--- src/rtl/pe_packetizer_if.sv ---
// Packetizer port bundle: PE-side valid/ready word input and router-side 4-phase packet output.
// The packetizer itself connects through the slave modport.
interface pe_packetizer_if #(
    parameter int FIFO_DEPTH = 4
);
    localparam int CNT_W = $clog2(FIFO_DEPTH) + 1;

    logic             in_valid;
    logic             in_ready;
    logic [1:0]       in_type;
    logic [7:0]       in_dst;
    logic [12:0]      in_data;
    logic             out_req;
    logic             out_ack;
    logic [31:0]      out_data;
    logic [CNT_W-1:0] fifo_count;

    modport slave (
        input  in_valid, in_type, in_dst, in_data, out_ack,
        output in_ready, out_req, out_data, fifo_count
    );

    modport master (
        output in_valid, in_type, in_dst, in_data, out_ack,
        input  in_ready, out_req, out_data, fifo_count
    );
endinterface

--- src/rtl/pe_packetizer.sv ---
// Mesh network-interface transmitter: formats PE words into 32-bit packets, buffers them in a FIFO
// and injects them into the router with a 4-phase handshake. Optional macro: PE_PACKETIZER_PARITY_EN.
module pe_packetizer #(
    parameter int         WIDTH_PKT  = 32,
    parameter logic [2:0] ADDRX      = 3'd0,
    parameter logic [4:0] ADDRY      = 5'd0,
    parameter int         FIFO_DEPTH = 4
) (
    input logic            clk,
    input logic            rst_n,
    pe_packetizer_if.slave bus
);
    localparam int AW = $clog2(FIFO_DEPTH);
    localparam int PW = AW + 1;

    typedef enum logic [1:0] {IDLE, SETUP, REQ, RTZ} state_t;

    state_t               state_q, state_d;
    logic [WIDTH_PKT-1:0] mem [FIFO_DEPTH];
    logic [PW-1:0]        wr_ptr, rd_ptr, count, count_d;
    logic                 in_ready_q;
    logic                 out_req_q, out_req_d;
    logic [WIDTH_PKT-1:0] out_data_q;
    logic                 ack_meta, ack_s;
    logic                 push, pop, empty;

    function automatic logic [WIDTH_PKT-1:0] form_pkt(input logic [1:0]  t,
                                                      input logic [7:0]  dst,
                                                      input logic [12:0] data);
        logic [WIDTH_PKT-1:0] p;
        p = {1'b0, t, dst, ADDRY, ADDRX, data};
`ifdef PE_PACKETIZER_PARITY_EN
        p[31] = ^p[30:0];
`endif
        return p;
    endfunction

    assign count   = wr_ptr - rd_ptr;
    assign empty   = (count == '0);
    assign push    = bus.in_valid && in_ready_q;
    assign count_d = count + PW'(push) - PW'(pop);

    assign bus.in_ready   = in_ready_q;
    assign bus.out_req    = out_req_q;
    assign bus.out_data   = out_data_q;
    assign bus.fifo_count = count;

    // Packet storage holds data only, so it carries no reset.
    always_ff @(posedge clk) begin
        if (push) begin
            mem[wr_ptr[AW-1:0]] <= form_pkt(bus.in_type, bus.in_dst, bus.in_data);
        end
    end

    // in_ready is registered from next occupancy so it never depends combinationally on in_valid.
    always_ff @(posedge clk or negedge rst_n) begin
        if (!rst_n) begin
            wr_ptr     <= '0;
            rd_ptr     <= '0;
            in_ready_q <= 1'b0;
        end else begin
            if (push) wr_ptr <= wr_ptr + PW'(1);
            if (pop)  rd_ptr <= rd_ptr + PW'(1);
            in_ready_q <= (count_d != PW'(FIFO_DEPTH));
        end
    end

    always_ff @(posedge clk or negedge rst_n) begin
        if (!rst_n) begin
            ack_meta   <= 1'b0;
            ack_s      <= 1'b0;
            state_q    <= IDLE;
            out_req_q  <= 1'b0;
            out_data_q <= '0;
        end else begin
            ack_meta  <= bus.out_ack;
            ack_s     <= ack_meta;
            state_q   <= state_d;
            out_req_q <= out_req_d;
            if (pop) out_data_q <= mem[rd_ptr[AW-1:0]];
        end
    end

    // SETUP gives the router one full cycle of stable data before the request edge.
    always_comb begin
        state_d   = state_q;
        out_req_d = out_req_q;
        pop       = 1'b0;
        unique case (state_q)
            IDLE: begin
                if (!empty) begin
                    pop     = 1'b1;
                    state_d = SETUP;
                end
            end
            SETUP: begin
                out_req_d = 1'b1;
                state_d   = REQ;
            end
            REQ: begin
                if (ack_s) begin
                    out_req_d = 1'b0;
                    state_d   = RTZ;
                end
            end
            RTZ: begin
                if (!ack_s) state_d = IDLE;
            end
            default: state_d = IDLE;
        endcase
    end
endmodule
--- src/flat_wrapper.sv ---
// flat-port wrapper written by rule: the top's interface ports become plain ports
module pe_packetizer_flat 
#(
    parameter int         WIDTH_PKT  = 32,
    parameter logic [2:0] ADDRX      = 3'd0,
    parameter logic [4:0] ADDRY      = 5'd0,
    parameter int         FIFO_DEPTH = 4
)
  (clk, rst_n, bus_in_valid, bus_in_type, bus_in_dst, bus_in_data, bus_out_ack, bus_in_ready, bus_out_req, bus_out_data, bus_fifo_count);
  pe_packetizer_if #(.FIFO_DEPTH(FIFO_DEPTH)) bus_i ();
  input logic clk;
  input logic rst_n;
  input wire logic [$bits(bus_i.in_valid)-1:0] bus_in_valid;
  input wire logic [$bits(bus_i.in_type)-1:0] bus_in_type;
  input wire logic [$bits(bus_i.in_dst)-1:0] bus_in_dst;
  input wire logic [$bits(bus_i.in_data)-1:0] bus_in_data;
  input wire logic [$bits(bus_i.out_ack)-1:0] bus_out_ack;
  output wire logic [$bits(bus_i.in_ready)-1:0] bus_in_ready;
  output wire logic [$bits(bus_i.out_req)-1:0] bus_out_req;
  output wire logic [$bits(bus_i.out_data)-1:0] bus_out_data;
  output wire logic [$bits(bus_i.fifo_count)-1:0] bus_fifo_count;
  assign bus_i.in_valid = bus_in_valid;
  assign bus_i.in_type = bus_in_type;
  assign bus_i.in_dst = bus_in_dst;
  assign bus_i.in_data = bus_in_data;
  assign bus_i.out_ack = bus_out_ack;
  assign bus_in_ready = bus_i.in_ready;
  assign bus_out_req = bus_i.out_req;
  assign bus_out_data = bus_i.out_data;
  assign bus_fifo_count = bus_i.fifo_count;
  pe_packetizer #(.WIDTH_PKT(WIDTH_PKT), .ADDRX(ADDRX), .ADDRY(ADDRY), .FIFO_DEPTH(FIFO_DEPTH)) u_core (.clk(clk), .rst_n(rst_n), .bus(bus_i));
endmodule
--- config.mk ---
export PLATFORM = sky130hd
export DESIGN_NAME = pe_packetizer_flat
export DESIGN_NICKNAME = d
export VERILOG_FILES = /design/src/rtl/pe_packetizer_if.sv /design/src/rtl/pe_packetizer.sv /design/src/flat_wrapper.sv
export SDC_FILE = /design/constraint.sdc
export NUM_CORES = 1
export LEC_CHECK = 0
export ABC_CLOCK_PERIOD_IN_PS = 3000
export CORE_ASPECT_RATIO = 1.2
export CORE_MARGIN = 1.5
export CORE_UTILIZATION = 48
export CTS_CLUSTER_SIZE = 16
export DETAILED_ROUTE_END_ITERATION = 10
export HOLD_SLACK_MARGIN = 0.12
export PLACE_DENSITY = 0.75
export REMOVE_ABC_BUFFERS = 1
export SLEW_MARGIN = 20
export SYNTH_ARGS = -nofsm -noshare
export SYNTH_HDL_FRONTEND = slang
export SYNTH_SLANG_ARGS = --single-unit
export TNS_END_PERCENT = 100
--- constraint.sdc ---
create_clock -name clk -period 3 [get_ports clk]
set_clock_uncertainty 0.05 [all_clocks]
set_input_delay 0.6 -clock clk [delete_from_list [all_inputs] [get_ports clk]]
set_output_delay 0.6 -clock clk [all_outputs]
set_load 0.1 [all_outputs]
==> results by group, run 1 <==
Placed design
  • Input/output buffers: 54
  • Place WS: -24.1 ps
  • Detail Placement HPWL: 4850 um
  • Gpl congestion: 0.695

Floorplan
  • Initial Utilization: 50.0%
  • Die height: 116 um
  • IO Count: 64
  • Cell Rows: 40
  • Die area: 0.0112 mm^2
  • Die Wd: 96.9 um
  • Core box area: 0.0102 mm^2

Logic synthesis
  • Ys Warns: 0
  • EDFF count, synth: 92
  • Synth Area in XOR/XNOR: 1.50%
  • Synth Area in Compound Gates: 0.911%
  • Mapped Area: 0.00508 mm^2
  • Synth Area in Simple Gates: 1.08%
  • Mapped Cells: 246
  • Synth cell types: 28
  • Synth async-reset ratio: 27.6%
  • Main combinational cell family by area after synthesis: multiplexers
  • Main flop type after synthesis: edfxtp_1
  • Syn_area_per_cell: 20.7 um^2
  • Synth Area in Adders: 3.74%
  • Post-synthesis sequential area ratio: 71.6%
  • Synth Register Bits: 127
  • Mux cell area share after synthesis: 17.3%

Drt
  • Wirelength per Cell: 18.9 um
  • Post-Route WL: 8680 um
  • Antenna violation net count after detailed routing: 0
  • Drt drc: 0
  • First-pass DRT Iterations: 4
  • Vias per cell: 5.19
  • Via count: 2382
  • Initial DRC Count: 116

Critical path
  • Crit path kind: reg -> reg
  • RR Endpoint: u_core.bus.in_ready
  • Startpoint types: register
  • Reg2Reg Setup Slack: 100 ps
  • Required time of the critical path: 3230 ps
  • Worst r2r src: u_core.rd_ptr[0]
  • Crit-path cells: ha_4 -> fa_2 -> xnor3_2 -> a31o_4 -> inv_2 -> ha_1 -> inv_1 -> ha_2 -> fa_2 -> xnor2_2 -> xnor2_1 -> or3_1
  • Register-to-Register Path Depth: 12
  • Max incr delay on CP: 420 ps
  • Most frequent CP cell: fa_2
  • CP delay by family, top: adder cells
  • Worst setup EP type: register
  • Critical Path Fanout Max: 2
  • Bufs and invs on worst path: 2
  • CP arrival: 3130 ps
  • CP max-delay cell: dfrtp_2

CTS
  • CTS Sinks: 127
  • H-tree depth: 4
  • Clock transition at path regs: 50 ps
  • CTS Root Cell: clkbuf_16
  • Num CTS Buffers: 17
  • CTS max path bufs: 2
  • Clk_lat worst skew: 400 ps
  • TritonCTS clock tree: built

Job
  • Max-cap viol count: 0

Cells and area
  • Fill count: 700
  • P&R area growth vs syn: 25.0%
  • Most common cell after layout, fill and taps aside: edfxtp_1
  • # diodes: 0
  • Share of cells above drive strength 1: 38.7%
  • Nets: 361
  • Commonest cells after routing, fill and taps aside: edfxtp_1, buf_4, dfrtp_1

Timing
  • Final Hold Viols: 0
  • Fmax: 344 MHz
  • Period utilization: 96.8%
  • Slew margin rel.: 43.6%
  • Worst setup margin: 96.0 ps
  • Slew Limit Fails: 0
  • Worst Tran Pin Value: 845 ps
  • Final min period: 2900 ps
  • Setup violations, final: 0

Global route
  • Overflow left after global routing: 0
  • First-pass GRT wire length: 13600 um
  • Antenna violations before repair: 0
  • Tot GR Track Use: 16.7%
  • Largest net degree at the start of global routing: 36
  • Vias in the first global route: 2510

Hold path
  • Hold WC Path Type: in -> async

Outcome
  • Status: completed
-- stage by stage --
step           std cells  instance area (um^2)  hold slack [ps]  util, %  setup TNS [ps]
2_1_floorplan        236                  4970              254        -          -10660
3_3_place_gp         427                  5710              295     56.2               0
3_5_place_dp         427                  5710              293     56.2           -24.1
4_1_cts              459                  6320              293     62.2               0
5_1_grt              459                  6350              306     62.5           -17.3
6_report             459                  6350              248     62.5               0
-- registers in the layout, summed over array words and instances (netlist names) --
signal / count
u_core.bus.out_data: 23
u_core.ack_s: 1
u_core.ack_meta: 1
u_core.bus.in_ready: 1
u_core.rd_ptr: 3
u_core.state_q: 2
u_core.wr_ptr: 3
u_core.bus.out_req: 1
u_core.mem: 92
-- metal layers --
metal  wire [um]  global-route usage, %  vias to the layer above  share of wire [%]
met5           0                      0                        -                  0
met2        4700                   28.8                       53                 54
met4         134                   7.54                        0                1.5
met1        3550                   19.9                     1237                 41
li1            -                      -                     1080                  -
met3         289                   4.46                       12                3.3
-- final cells by class --
type / count / area [um^2] / share of cell area (%)
clock inverters: 13 / 170 / 2.68
multi-input cells: 96 / 1320 / 20.7
flip-flops and latches: 127 / 3640 / 57.3
well taps: 126 / 158 / 2.48
repair buffers: 65 / 586 / 9.22
clock buffers: 19 / 433 / 6.82
inverters: 13 / 48.8 / 0.768
-- cells by family after synthesis --
family / count (synthesis)
AOI/OAI and AO/OA: 6
xor gates and xnor gates: 7
DFF: 127
buffers and inverters: 31
adders and majority gates: 14
other: 1
and+or+nand+nor: 11
muxes: 49
-- cells in the mapped netlist, drive strengths merged, types with 2 or more instances --
cell type / count / area share [%]
inv: 13 / 0.96
a31o: 2 / 0.34
fa: 2 / 0.79
nand2: 3 / 0.22
mux4: 23 / 10
edfxtp: 92 / 54
nor2: 2 / 0.15
dfrtp: 35 / 17
and3: 4 / 0.49
mux2: 26 / 7.1
buf: 15 / 2.6
clkbuf: 3 / 0.22
xnor2: 5 / 0.86
ha: 12 / 3.0
-- worst register-to-register path, delay by kind of cell, from the launching register on --
| family | cells | cell delay, ps |
|---|---|---|
| and+or+nand+nor | 1 | 310 |
| adders and majority gates | 5 | 1280 |
| buffers and inverters | 2 | 70 |
| AOI/OAI and AO/OA | 1 | 160 |
| xor gates and xnor gates | 3 | 490 |
| DFF | 1 | 420 |
-- what timing repair did --
item                       CTS  global route
setup endpoints to repair    1             1
resized for setup            1             8
setup buffers                0             0
pin swaps                    1             0
hold buffers                 0             0
-- how the worst max path moves through the flow --
| stage | end | slack, ps | startpoint | cells after the start |
|---|---|---|---|---|
| 2_1_floorplan | u_core.bus.in_ready | -1530 | u_core.rd_ptr[0] | 11 |
| 3_3_place_gp | u_core.bus.in_ready | 40 | u_core.rd_ptr[0] | 12 |
| 3_5_place_dp | u_core.bus.in_ready | -20 | u_core.rd_ptr[0] | 12 |
| 4_1_cts | u_core.bus.in_ready | 10 | u_core.rd_ptr[0] | 12 |
| 5_1_grt | u_core.bus.in_ready | -20 | u_core.rd_ptr[0] | 12 |
| 6_report | u_core.bus.in_ready | 100 | u_core.rd_ptr[0] | 12 |
Power of run 1 is not shown: default switching activity piles up to over one toggle a cycle in this logic, so the estimate is an artifact.
==> run 2, diff against run 1 <==
Settings changed: GPL_TIMING_DRIVEN from default to 1, SETUP_SLACK_MARGIN from default to 0.5.
==> results by group, run 2 (synthesized netlist as in run 1, its figures left out) <==
Global route
  • First-pass GRT wire length: 13700 um
  • Overflow left after global routing: 0
  • Antenna violations before repair: 0
  • Tot GR Track Use: 16.9%
  • Vias in the first global route: 2530
  • Largest net degree at the start of global routing: 36

Timing
  • RSZ-0062 raised after global routing: yes
  • Worst Tran Pin Value: 849 ps
  • Slew margin rel.: 43.4%
  • Fmax: 341 MHz
  • Final Hold Viols: 0
  • Final min period: 2930 ps
  • Period utilization: 97.8%
  • Slew Limit Fails: 0
  • Sum Neg Setup Slack: 0 ps
  • Setup violations, final: 0

CTS
  • # hold bufs at CTS: 0
  • CTS Root Cell: clkbuf_16
  • CTS Sinks: 127
  • Clk_lat worst skew: 400 ps
  • Clock transition at path regs: 50 ps
  • CTS max path bufs: 2
  • TritonCTS clock tree: built
  • H-tree depth: 4
  • Num CTS Buffers: 17

Floorplan
  • Die height: 116 um
  • Core box area: 0.0102 mm^2
  • Cell Rows: 40
  • Initial Utilization: 50.0%
  • Die area: 0.0112 mm^2
  • Die Wd: 96.9 um
  • IO Count: 64

Cells and area
  • Nets: 363
  • P&R area growth vs syn: 25.3%
  • Share of cells above drive strength 1: 38.8%
  • Register area: 0.00364 mm^2
  • Fill count: 697
  • # diodes: 0
  • Area of the multi-input gates: 0.00131 mm^2
  • Commonest cells after routing, fill and taps aside: edfxtp_1, buf_4, dfrtp_1
  • Final core utilization: 62.7%
  • Max FFs per register: 92
  • Most common cell after layout, fill and taps aside: edfxtp_1

Critical path
  • Startpoint types: register
  • Worst setup EP type: register
  • Required time of the critical path: 3230 ps
  • CP max-delay cell: dfrtp_2
  • Crit path launch: u_core.rd_ptr[0]
  • Register-to-Register Path Depth: 12
  • CP arrival: 3160 ps
  • Crit-path cells: ha_4 -> fa_2 -> xnor3_2 -> a31o_4 -> inv_1 -> ha_1 -> inv_1 -> ha_1 -> fa_2 -> xnor2_1 -> xnor2_1 -> or3_1
  • Crit path kind: reg -> reg
  • Worst r2r src: u_core.rd_ptr[0]
  • Critical Path Fanout Max: 2
  • Max incr delay on CP: 420 ps

Drt
  • Vias per cell: 5.20
  • First-pass DRT Iterations: 4
  • Initial DRC Count: 127
  • Wirelength per Cell: 18.9 um
  • Via count: 2396
  • Post-Route WL: 8720 um
  • Drt drc: 0
  • Antenna violation net count after detailed routing: 0

Placed design
  • Gpl congestion: 0.695
  • Input/output buffers: 54
  • Detail Placement HPWL: 4850 um

Outcome
  • Status: completed

Job
  • Max-cap viol count: 0

Hold path
  • Hold WC Path Type: in -> async
[run 2: cell types whose count changed in the layout (fill, tap and decap cells not counted)]
cell | previous run | this run
buf_6 | 0 | 2
xnor2_1 | 4 | 5
inv_4 | 0 | 1
ha_2 | 1 | 0
xnor2_2 | 1 | 0
ha_1 | 10 | 11
inv_1 | 11 | 10
[run 2: cell type report]
type	count	share of cell area (%)
clock inverters	13	2.67
well taps	126	2.48
clock buffers	19	6.80
inverters	13	0.806
multi-input cells	96	20.5
repair buffers	67	9.55
flip-flops and latches	127	57.2
[run 2: critical path: cells and delay by family (launching register included)]
kind,cells,cell delay [ps]
AO/OA/AOI/OAI,1,160
AND/OR/NAND/NOR,1,310
XOR/XNOR,3,510
flip-flops,1,420
adder cells (fa/ha/maj),5,1280
buffers and inverters,2,90
[run 2: stage by stage]
| step | instances | instance area [um^2] | setup WS, ps | hold slack (ps) |
|---|---|---|---|---|
| floorplan | 236 | 4970 | -1530 | 254 |
| global placement | 427 | 5710 | 44.2 | 295 |
| detailed placement | 427 | 5710 | -24.1 | 293 |
| CTS | 460 | 6350 | 91.3 | 293 |
| global route | 461 | 6370 | -34.5 | 306 |
| finish | 461 | 6370 | 67.1 | 250 |
[run 2: repair_timing]
action                                  CTS  global route
pin swaps                                 1             0
buffers inserted                          1             1
endpoints found under the hold margin     0             0
endpoints found under the setup margin    3             3
gates cloned                              0             0
resized for setup                        10             1
[run 2: final timing paths]
check,end,slack [ps]
max,u_core.bus.in_ready,70
min,u_core.bus.out_data[6],250
max reg2reg,u_core.bus.in_ready,70
min reg2reg,u_core.ack_s,300
max in group asynchronous,u_core.rd_ptr[0],2060
min in group clk,u_core.ack_s,300
[run 2: layer usage]
layer	part of all wire [%]	GRT usage, %	vias to the layer above
met5	0	0	-
met3	3.3	4.46	12
li1	-	-	1085
met1	41	20.1	1246
met4	1.5	7.54	0
met2	55	29.2	53
Power of run 2 is left out for the same reason.
==> run 3, diff against run 2 <==
Settings changed: ABC_CLOCK_PERIOD_IN_PS 3000 to 3450, GPL_TIMING_DRIVEN 1 to default, PLACE_DENSITY 0.75 to 0.73, SKIP_LAST_GASP from default to 1.
Clock period 3 ns to 3.45 ns, I/O delays scaled along.
==> results by group, run 3 (synthesized netlist as in run 1, its figures left out) <==
Outcome
  • Status: completed

Critical path
  • Critical Path Fanout Max: 3
  • CP max-delay cell: fa_2
  • Crit path kind: reg -> reg
  • Required time of the critical path: 3670 ps
  • Bufs and invs on worst path: 3
  • Worst setup EP type: register
  • Startpoint types: register
  • CP delay by family, top: adder cells
  • CP arrival: 3200 ps
  • Crit-path cells: inv_2 -> ha_2 -> fa_2 -> xnor3_2 -> a31o_4 -> inv_1 -> ha_1 -> inv_1 -> ha_2 -> fa_2 -> xnor2_2 -> xnor2_1 -> or3_1
  • Max incr delay on CP: 380 ps

Global route
  • Largest net degree at the start of global routing: 36
  • Overflow left after global routing: 0
  • M3 GR Usage: 4.58%
  • Met1 Use GR: 19.0%
  • Met2 usage: 27.9%
  • Top Usage Layer GRT: met2
  • Antenna violations before repair: 0
  • Vias in the first global route: 2552
  • First-pass GRT wire length: 13400 um
  • Tot GR Track Use: 16.2%

Placed design
  • Place WS: 235 ps
  • Input/output buffers: 54
  • Gpl congestion: 0.733
  • Detail Placement HPWL: 5060 um

CTS
  • Clock transition at path regs: 60 ps
  • CTS max path bufs: 2
  • TritonCTS clock tree: built
  • # hold bufs at CTS: 0
  • H-tree depth: 4
  • CTS Root Cell: clkbuf_16
  • Num CTS Buffers: 17
  • Clk_lat worst skew: 400 ps
  • CTS Sinks: 127

Timing
  • Setup violations, final: 0
  • Slew Limit Fails: 0
  • Final min period: 2980 ps
  • Fmax: 336 MHz
  • Slew margin rel.: 35.1%
  • Final Hold Viols: 0
  • Worst Tran Pin Value: 970 ps
  • RSZ-0062 raised after global routing: yes
  • Worst setup margin: 470 ps
  • Period utilization: 86.4%

Cells and area
  • Commonest cells after routing, fill and taps aside: edfxtp_1, clkdlybuf4s50_1, dfrtp_1
  • Area of the multi-input gates: 0.00131 mm^2
  • Max FFs per register: 92
  • # diodes: 0
  • Share of cells above drive strength 1: 35.6%
  • Most common cell after layout, fill and taps aside: edfxtp_1
  • Register area: 0.00364 mm^2
  • P&R area growth vs syn: 25.6%
  • Final core utilization: 62.8%
  • Fill count: 696
  • Nets: 362

Drt
  • Vias per cell: 5.19
  • Post-Route WL: 8370 um
  • Drt drc: 0
  • Via count: 2387
  • Antenna violation net count after detailed routing: 0
  • Initial DRC Count: 141
  • First-pass DRT Iterations: 6
  • Wirelength per Cell: 18.2 um

Floorplan
  • Initial Utilization: 50.0%
  • IO Count: 64
  • Core box area: 0.0102 mm^2
  • Die Wd: 96.9 um
  • Die area: 0.0112 mm^2
  • Die height: 116 um
  • Cell Rows: 40

Job
  • Max-cap viol count: 0

Hold path
  • Hold WC Path Type: reg -> reg
## run 3: what timing repair did
item,4_1_cts,5_1_grt
gates resized for setup,3,4
endpoints found under the setup margin,1,1
buffers inserted,2,2
cloned,0,0
pin swaps,1,1
endpoints found under the hold margin,0,0
## run 3: stage by stage
step / hold slack, ps / cell area, um^2 / instances / TNS, ps
2_1_floorplan: 281 / 4970 / 236 / -1080
3_3_place_gp: 296 / 5710 / 424 / 0
3_5_place_dp: 291 / 5710 / 424 / 0
4_1_cts: 314 / 6350 / 458 / 0
5_1_grt: 323 / 6380 / 460 / 0
6_report: 311 / 6380 / 460 / 0
## run 3: layer usage
| layer | routed length [um] | vias up |
|---|---|---|
| met2 | 4520 | 58 |
| li1 | - | 1078 |
| met3 | 283 | 9 |
| met5 | 0 | - |
| met4 | 103 | 0 |
| met1 | 3460 | 1242 |
## run 3: layout make-up
type	count	share of cell area, %
clock buffers	18	6.72
clock inverters	14	3.02
inverters	13	0.764
multi-input cells	96	20.5
flip-flops and latches	127	57.0
well taps	126	2.47
repair buffers	66	9.56
## run 3: final timing paths
| path | from | endpoint | slack, ps | cells past startpoint |
|---|---|---|---|---|
| hold / removal | u_core.ack_meta | u_core.ack_s | 310 | 0 |
| min in group asynchronous | rst_n | u_core.bus.out_data[21] | 360 | 1 |
| setup / recovery | u_core.wr_ptr[0] | u_core.bus.in_ready | 470 | 13 |
| setup reg to reg | u_core.wr_ptr[0] | u_core.bus.in_ready | 470 | 13 |
| max in group asynchronous | rst_n | u_core.rd_ptr[0] | 2380 | 1 |
| hold reg to reg | u_core.ack_meta | u_core.ack_s | 310 | 0 |
Power of run 3 is left out for the same reason.
